### src/rtl/uart_tx_engine.sv
// UART transmit engine: byte FIFO behind the transmit holding register plus a
// frame serializer (start, 5-8 data bits, optional parity, 1/1.5/2 stop).
// Ports:
//   clk, rst_in         - clock, synchronous active-high reset
//   wr_en, wr_data      - THR write strobe and byte
//   fifo_clr            - flush FIFO (current frame continues)
//   lcr_in[6:0]         - line control (word len, stop, parity, even, stick, break)
//   baud_tick           - 16x oversample enable
//   txd                 - serial line, idles high, forced low by break
//   thr_empty, tx_empty - LSR.THRE / LSR.TEMT
//   fifo_count          - FIFO occupancy
//   overflow            - one-cycle pulse when a push is dropped
module uart_tx_engine #(
  parameter int unsigned FIFO_DEPTH = 16,
  parameter int unsigned CNT_W      = 5
) (
  input  logic             clk,
  input  logic             rst_in,
  input  logic             wr_en,
  input  logic [7:0]       wr_data,
  input  logic             fifo_clr,
  input  logic [6:0]       lcr_in,
  input  logic             baud_tick,
  output logic             txd,
  output logic             thr_empty,
  output logic             tx_empty,
  output logic [CNT_W-1:0] fifo_count,
  output logic             overflow
);

  localparam int unsigned PTR_W = $clog2(FIFO_DEPTH);

  typedef enum logic [2:0] {IDLE, START, DATA, PARITY, STOP} state_t;

  logic [7:0]       mem [FIFO_DEPTH];
  logic [PTR_W-1:0] rd_ptr;
  logic [PTR_W-1:0] wr_ptr;

  state_t     state;
  logic [3:0] tick_cnt;
  logic [2:0] bit_cnt;
  logic       stop_ph;
  logic [7:0] shreg;
  logic [5:0] lcr_q;
  logic       par_q;
  logic       line_q;

  logic             fifo_full;
  logic             push;
  logic             push_ok;
  logic             pop;
  logic             bit_end;
  logic             stop_done;
  logic             frame_done;
  logic             next_idle;
  logic [CNT_W-1:0] count_next;
  logic [7:0]       head;
  logic [7:0]       word_mask;
  logic             even_par;
  logic             head_par;
  logic [2:0]       last_bit;

  // FIFO control and frame-end decode
  always_comb begin
    fifo_full  = (fifo_count == CNT_W'(FIFO_DEPTH));
    pop        = (state == IDLE) && (fifo_count != '0) && !fifo_clr;
    push       = wr_en && !fifo_clr;
    push_ok    = push && (!fifo_full || pop);
    count_next = fifo_clr ? '0 : fifo_count + CNT_W'(push_ok) - CNT_W'(pop);
    bit_end    = baud_tick && (tick_cnt == 4'd15);
    last_bit   = 3'd4 + 3'(lcr_q[1:0]);
    // Second stop phase is 8 ticks for 5-bit words (1.5 stop), else 16
    stop_done = 1'b0;
    if (!lcr_q[2])                stop_done = bit_end;
    else if (stop_ph)             stop_done = (lcr_q[1:0] == 2'd0) ?
                                              (baud_tick && (tick_cnt == 4'd7)) : bit_end;
    frame_done = (state == STOP) && stop_done;
    next_idle  = ((state == IDLE) && !pop) || frame_done;
  end

  // Parity for the byte about to be popped, using the LCR latched with it
  always_comb begin
    head = mem[rd_ptr];
    case (lcr_in[1:0])
      2'd0:    word_mask = 8'h1F;
      2'd1:    word_mask = 8'h3F;
      2'd2:    word_mask = 8'h7F;
      default: word_mask = 8'hFF;
    endcase
    even_par = ^(head & word_mask);
    if (lcr_in[5]) head_par = ~lcr_in[4];
    else           head_par = lcr_in[4] ? even_par : ~even_par;
  end

  // FIFO storage
  always_ff @(posedge clk) begin
    if (push_ok) mem[wr_ptr] <= wr_data;
  end

  // Pointers, status and serializer FSM
  always_ff @(posedge clk) begin
    if (rst_in) begin
      rd_ptr     <= '0;
      wr_ptr     <= '0;
      fifo_count <= '0;
      overflow   <= 1'b0;
      thr_empty  <= 1'b1;
      tx_empty   <= 1'b1;
      state      <= IDLE;
      tick_cnt   <= 4'd0;
      bit_cnt    <= 3'd0;
      stop_ph    <= 1'b0;
      shreg      <= 8'd0;
      lcr_q      <= 6'd0;
      par_q      <= 1'b0;
      line_q     <= 1'b1;
    end else begin
      fifo_count <= count_next;
      overflow   <= push && !push_ok;
      thr_empty  <= (count_next == '0);
      tx_empty   <= (count_next == '0) && next_idle;

      if (fifo_clr) begin
        rd_ptr <= '0;
        wr_ptr <= '0;
      end else begin
        if (push_ok) wr_ptr <= wr_ptr + PTR_W'(1);
        if (pop)     rd_ptr <= rd_ptr + PTR_W'(1);
      end

      if ((state != IDLE) && baud_tick) tick_cnt <= tick_cnt + 4'd1;

      case (state)
        IDLE: begin
          if (pop) begin
            shreg    <= head;
            lcr_q    <= lcr_in[5:0];
            par_q    <= head_par;
            line_q   <= 1'b0;
            tick_cnt <= 4'd0;
            state    <= START;
          end
        end
        START: begin
          if (bit_end) begin
            state   <= DATA;
            line_q  <= shreg[0];
            bit_cnt <= 3'd0;
          end
        end
        DATA: begin
          if (bit_end) begin
            if (bit_cnt == last_bit) begin
              if (lcr_q[3]) begin
                state  <= PARITY;
                line_q <= par_q;
              end else begin
                state   <= STOP;
                line_q  <= 1'b1;
                stop_ph <= 1'b0;
              end
            end else begin
              bit_cnt <= bit_cnt + 3'd1;
              shreg   <= {1'b0, shreg[7:1]};
              line_q  <= shreg[1];
            end
          end
        end
        PARITY: begin
          if (bit_end) begin
            state   <= STOP;
            line_q  <= 1'b1;
            stop_ph <= 1'b0;
          end
        end
        STOP: begin
          if (frame_done)   state   <= IDLE;
          else if (bit_end) stop_ph <= 1'b1;
        end
        default: state <= IDLE;
      endcase
    end
  end

  // Break overrides the registered line level
  assign txd = line_q & ~lcr_in[6];

endmodule

### config.mk
export PLATFORM = sky130hd
export DESIGN_NAME = uart_tx_engine
export DESIGN_NICKNAME = d
export VERILOG_FILES = /design/src/rtl/uart_tx_engine.sv
export SDC_FILE = /design/constraint.sdc
export NUM_CORES = 1
export LEC_CHECK = 0
export CAP_MARGIN = 20
export CORE_MARGIN = 1.5
export CORE_UTILIZATION = 45
export DETAILED_ROUTE_END_ITERATION = 8
export DONT_BUFFER_PORTS = 1
export GPL_TIMING_DRIVEN = 0
export SLEW_MARGIN = 20
export SYNTH_ARGS = -nofsm -noshare
export SYNTH_HDL_FRONTEND = slang
export SYNTH_SLANG_ARGS = --single-unit
### constraint.sdc
create_clock -name clk -period 2.9 [get_ports clk]
set_input_delay 0.58 -clock clk [delete_from_list [all_inputs] [get_ports clk]]
set_output_delay 0.58 -clock clk [all_outputs]
set_load 0.02 [all_outputs]
======== After elaboration in Yosys (flattened, before gate mapping) ========
Memory sizes are Yosys's and may differ from the RTL's. A register that Yosys moved wholly into a read port is not among the register bits.
Cells that the tools add are included.
word-level totals
  input port bits ......................... 20
  logic and storage cells ................. 125
  register bits after elaboration ......... 41
  output and inout bits ................... 9
  memories ................................ 1
  RAM bits ................................ 128
memories
  memory  depth  bits a word  read ports  clocked after Yosys merged registers in  wr ports  line  RTL
  mem     16     8            1           1                                        1         35    logic [7:0] mem [FIFO_DEPTH];
operators by class
  reductions and logical operators ........ 35
  $add $sub $neg .......................... 7
  bitwise logic cells ..................... 5
  multiplexer cells ....................... 43
  equality and inequality tests ........... 20
operators with widths
  kind                 count
  $mux 3               10
  $mux 8               3
  $pmux 8 s3           1
  $mux 4               5
  $ne 2x2->1 const B   10
  $mux 1               18
  $pmux 8 s2           1
  $pmux 3 s5           1
  $add 4x1->4 const B  3
  $logic_and 1x1->1    11
  $and 8x8->8          1
  $reduce_and 4->1     2
  $reduce_xor 8->1     1
  $reduce_and 7->1     1
  $eq 3x2->1 const B   2
  $pmux 3 s2           1
  $reduce_and 6->1     1
  $reduce_bool 3->1    2
  $add 5x1->5          1
  $eq 5x5->1 const B   1
  $logic_not 5->1      1
  $mux 5               1
  $reduce_and 5->1     1
  $reduce_bool 5->1    1
  22 further kinds     30

======== Longest topological paths before layout ========
  depth in word-level cells ............... 10
  depth in mapped cells ................... 20

======== Least setup slack after synthesis ========
No wires, ideal clock.
  kind .................................... register -> register
  start point ............................. register fifo_count[2]
  end point ............................... register tx_empty
  period minus slack after synthesis ...... 3.096 ns
  setup time .............................. 0.115 ns
  data required time ...................... 2.785 ns
  cell stages (with the launch flop) ...... 21
  path slack .............................. -0.196 ns
  data arrival time ....................... 2.981 ns
  path through ............................ dfxtp_1 > inv_1 > ha_1 > nand3b_1 > and2_1 > clkbuf_1 > nand2b_1 > clkbuf_1 > nor2_1 > inv_1 > o31ai_1 > ha_1 > inv_1 > fa_1 > inv_1 > a21oi_1 > nor2_1 > nor2_1 > xnor2_1 > a41o_1 > o21a_1
between the ends
  longest elaborated chain between the ends .. 10
  elaborated cells on any way between the ends .. 15
  those cells by class .................... add/sub: 2; eq/ne: 1; mux: 1; reduce/logical: 11
ends and longest elaborated chain
  item                            line  RTL
  start, declared                 27    output logic [CNT_W-1:0] fifo_count,
  start signal, assigned          118   fifo_count <= count_next;
  $reduce_bool 5->1               66    pop = (state == IDLE) && (fifo_count != '0) && !fifo_clr;
  $logic_and 1x1->1 (2 in a row)  66
  $logic_or 1x1->1                68    push_ok = push && (!fifo_full || pop);
  $logic_and 1x1->1               68
  $add 5x1->5                     69    count_next = fifo_clr ? '0 : fifo_count + CNT_W'(push_ok) - CNT_W'(pop);
  $sub 5x1->5                     69
  $mux 5                          69
  $logic_not 5->1                 121   tx_empty <= (count_next == '0) && next_idle;
  $logic_and 1x1->1 *             121
  end signal, assigned            121
  end, declared                   26    output logic tx_empty,
Every way passes the cells marked *; elsewhere a longest branch is shown, timed or not.
A chain may end at the register's enable or synchronous reset.

==> flow_metrics.py <==
metrics = {
    "outcome": {
        "status": "finished with violations",
        "violations": "negative setup slack",
    },
    "power": {
        "total_power_mw": 6.78,
        "vdd_drop_max_uv": 486,
        "leakage_nw": 2.76,
        "powerDensity_nw_per_um2": 804,
    },
    "floorplan": {
        "core-area_um2": 15800,
        "die-width_um": 130,
        "num_rows": 46,
        "pin_count": 29,
        "initial_core_util_pct": 45.8,
        "die_h_um": 130,
        "die_area_um2": 16900,
    },
    "critical_path": {
        "crit_family": "multiplexers",
        "cp_num_cells": 9,
        "start_kind": "flip-flop",
        "setup.worst_path.class": "reg -> reg",
        "worst_ep_required_time_ns": 3.22,
        "crit_buf_inv": 2,
        "regToRegEndpoint": "par_q",
        "cp.arrival_ns": 3.45,
        "critPathCaptureType": "flip-flop",
        "crit_end": "par_q",
        "cpMaxStageDelayCell": "mux4_2",
        "slowest_delay_ns": 0.51,
        "worstPathCellList": "buf_6 -> buf_6 -> mux4_2 -> mux4_2 -> xnor3_1 -> xnor2_2 -> a31oi_2 -> or4_1 -> a32o_1",
        "reg2regPathDepth": 9,
        "r2r_slack_ns": -0.23,
        "cp_max_fo": 3,
    },
    "drt": {
        "drt_iter0_drc": 249,
        "drc_errors": 0,
        "wl_met1_um": 6360,
        "drt-total-wl_um": 14700,
        "route.top_layer_used": "met4",
        "wl_per_cell_um": 19.6,
        "firstDrtPassIters": 4,
        "vias": 4063,
        "wl_met2_um": 7710,
        "ant_nets": 0,
        "wl_met3_um": 513,
        "vias_per_cell": 5.42,
    },
    "timing": {
        "tightest_slew_ns": 1.05,
        "timing.fmax_mhz": 319,
        "setup-tns-final_ns": -0.234,
        "hold_violations": 0,
        "fin_ws_ns": -0.234,
        "finClkSkew_ns": 0.0138,
        "max_slew_margin_pct": 29.5,
        "fin_crit_sh_pct": 108,
        "maxSlewViolCount": 0,
        "rsz0062_at_grt": "yes",
        "min_period_ns": 3.13,
        "finalSetupViolations": 1,
    },
    "cells_and_area": {
        "nets": 553,
        "fill_cells": 1293,
        "diodes": 0,
        "area_delta_synth_final_pct": 16.5,
        "fin_area_um2": 8440,
        "drive_gt1_share_pct": 24.6,
    },
    "synthesis": {
        "synth_enable_flop_cells": 128,
        "synthArstFlopShare_pct": 0,
        "netlist_top_cells_count": "edfxtp_1, nor2_1, dfxtp_1, nand2_1, mux4_2",
        "synth-main-ff-cell": "edfxtp_1",
        "yosysWarnings": 0,
        "synth_top_area_share_pct": 53.0,
        "synth_fp_nets": 517,
        "synthTopCellsByArea": "edfxtp_1, dfxtp_1, mux4_2",
        "syn_avg_cell_area_um2": 15.0,
        "yosysSeqAreaShare_pct": 65.5,
        "synth_area_um2": 7250,
        "synth_cell_types": 53,
        "ys_ff_latch": 173,
        "synthCells": 484,
        "yosysTopAreaCell": "edfxtp_1",
        "synth_most_common_cell": "edfxtp_1",
    },
    "cts": {
        "clkTransAtPathRegs_ns": 0.06,
        "cts_tree": "built",
        "max-clock-path-buffers": 2,
        "cts_max_level": 4,
        "cts_root_buf": "clkbuf_16",
        "hold_buffers": 0,
        "clock-sinks": 173,
        "numCtsBuffers": 17,
        "clock_latency_ns": 0.42,
    },
    "place": {
        "pre_cts_ws_ns": -0.549,
        "place.port_buffers": 0,
        "detailed_place_hpwl_um": 9710,
        "dpl_cell_area_um2": 7560,
        "gp_congestion": 0.773,
    },
    "job": {
        "maxCapViolations": 0,
    },
    "global_routing": {
        "grt_pass1_vias": 4019,
        "gr-total-overflow": 0,
        "grt_usage_pct": 18.9,
        "grt_pass1_wl_um": 22700,
        "grt_max_degree": 17,
        "antenna_found_initial": 0,
    },
    "hold_path": {
        "hp-class": "in -> reg",
    },
}
==> final cells by class <==
| class | count | area, um2 | area share, % |
|---|---|---|---|
| Clock buffer | 20 | 437 | 5.17 |
| Timing Repair Buffer | 19 | 179 | 2.12 |
| Buffer | 22 | 168 | 1.99 |
| Multi-Input combinational cell | 274 | 2430 | 28.8 |
| Sequential cell | 173 | 4760 | 56.4 |
| Clock inverter | 12 | 145 | 1.72 |
| Tap cell | 216 | 270 | 3.20 |
| Inverter | 13 | 53.8 | 0.637 |
==> kinds of logic after synthesis <==
| family | synth area share, % |
|---|---|
| XOR/XNOR | 2.71 |
| adder cells (fa/ha/maj) | 2.35 |
| AO/OA/AOI/OAI | 5.40 |
| multiplexers | 12.0 |
| buffers and inverters | 2.52 |
| flip-flops | 65.5 |
| AND/OR/NAND/NOR | 9.55 |
==> per-layer routing <==
metal	vias up	global-route usage, %
met5	-	0
met1	2066	23.2
li1	1909	-
met4	0	6.47
met2	80	32.5
met3	8	4.84
==> registers in the layout, indices dropped and copies added, names as in the netlist, named ones only <==
register and count:
mem 128, shreg 8, fifo_count 5, lcr_q 4, rd_ptr 4, tick_cnt 4, wr_ptr 4, bit_cnt 3
state 3, line_q 1, overflow 1, par_q 1, stop_ph 1, thr_empty 1, tx_empty 1
==> power breakdown <==
group	internal (mW)	leakage, nW	total [mW]	switching (mW)
logic	0.864	0.964	1.60	0.740
registers	2.80	1.52	2.93	0.137
clock network	1.35	0.279	2.25	0.898
total	5.01	2.76	6.78	1.78
==> through the flow <==
step / instances / utilization (%) / hold slack (ns)
final: 749 / 53.3 / 0.248
after global routing: 749 / 53.3 / 0.224
after CTS: 745 / 52.7 / 0.234
after detailed placement: 704 / 47.8 / 0.463
after global placement: 700 / 47.5 / 0.448
after floorplan: 484 / - / 0.435
==> timing repair <==
action                     4_1_cts  5_1_grt
pin swaps                        7       13
setup endpoints to repair       68       70
resized for setup               31       26
buffers inserted                 9        5
gates cloned                     1        0
==> placed cells by master (no fill, tap or decap), drive strengths merged, types with 9 or more instances in the layout <==
master / instances
nor2b: 10
inv: 14
clkbuf: 33
nand2b: 9
buf: 28
xor2: 9
ha: 12
xnor2: 10
a21oi: 18
nor3: 15
nor2: 56
mux4: 35
nand2: 31
edfxtp: 128
dfxtp: 45
==> worst min-delay path by stage <==
| stage | end | startpoint | depth (start not counted) |
|---|---|---|---|
| floorplan | par_q | par_q | 1 |
| global placement | par_q | par_q | 1 |
| detailed placement | par_q | par_q | 1 |
| CTS | mem[9][6] | wr_data[6] | 0 |
| global route | mem[10][6] | wr_data[6] | 0 |
| finish | mem[9][6] | wr_data[6] | 0 |
(Power assumes the default switching activity.)
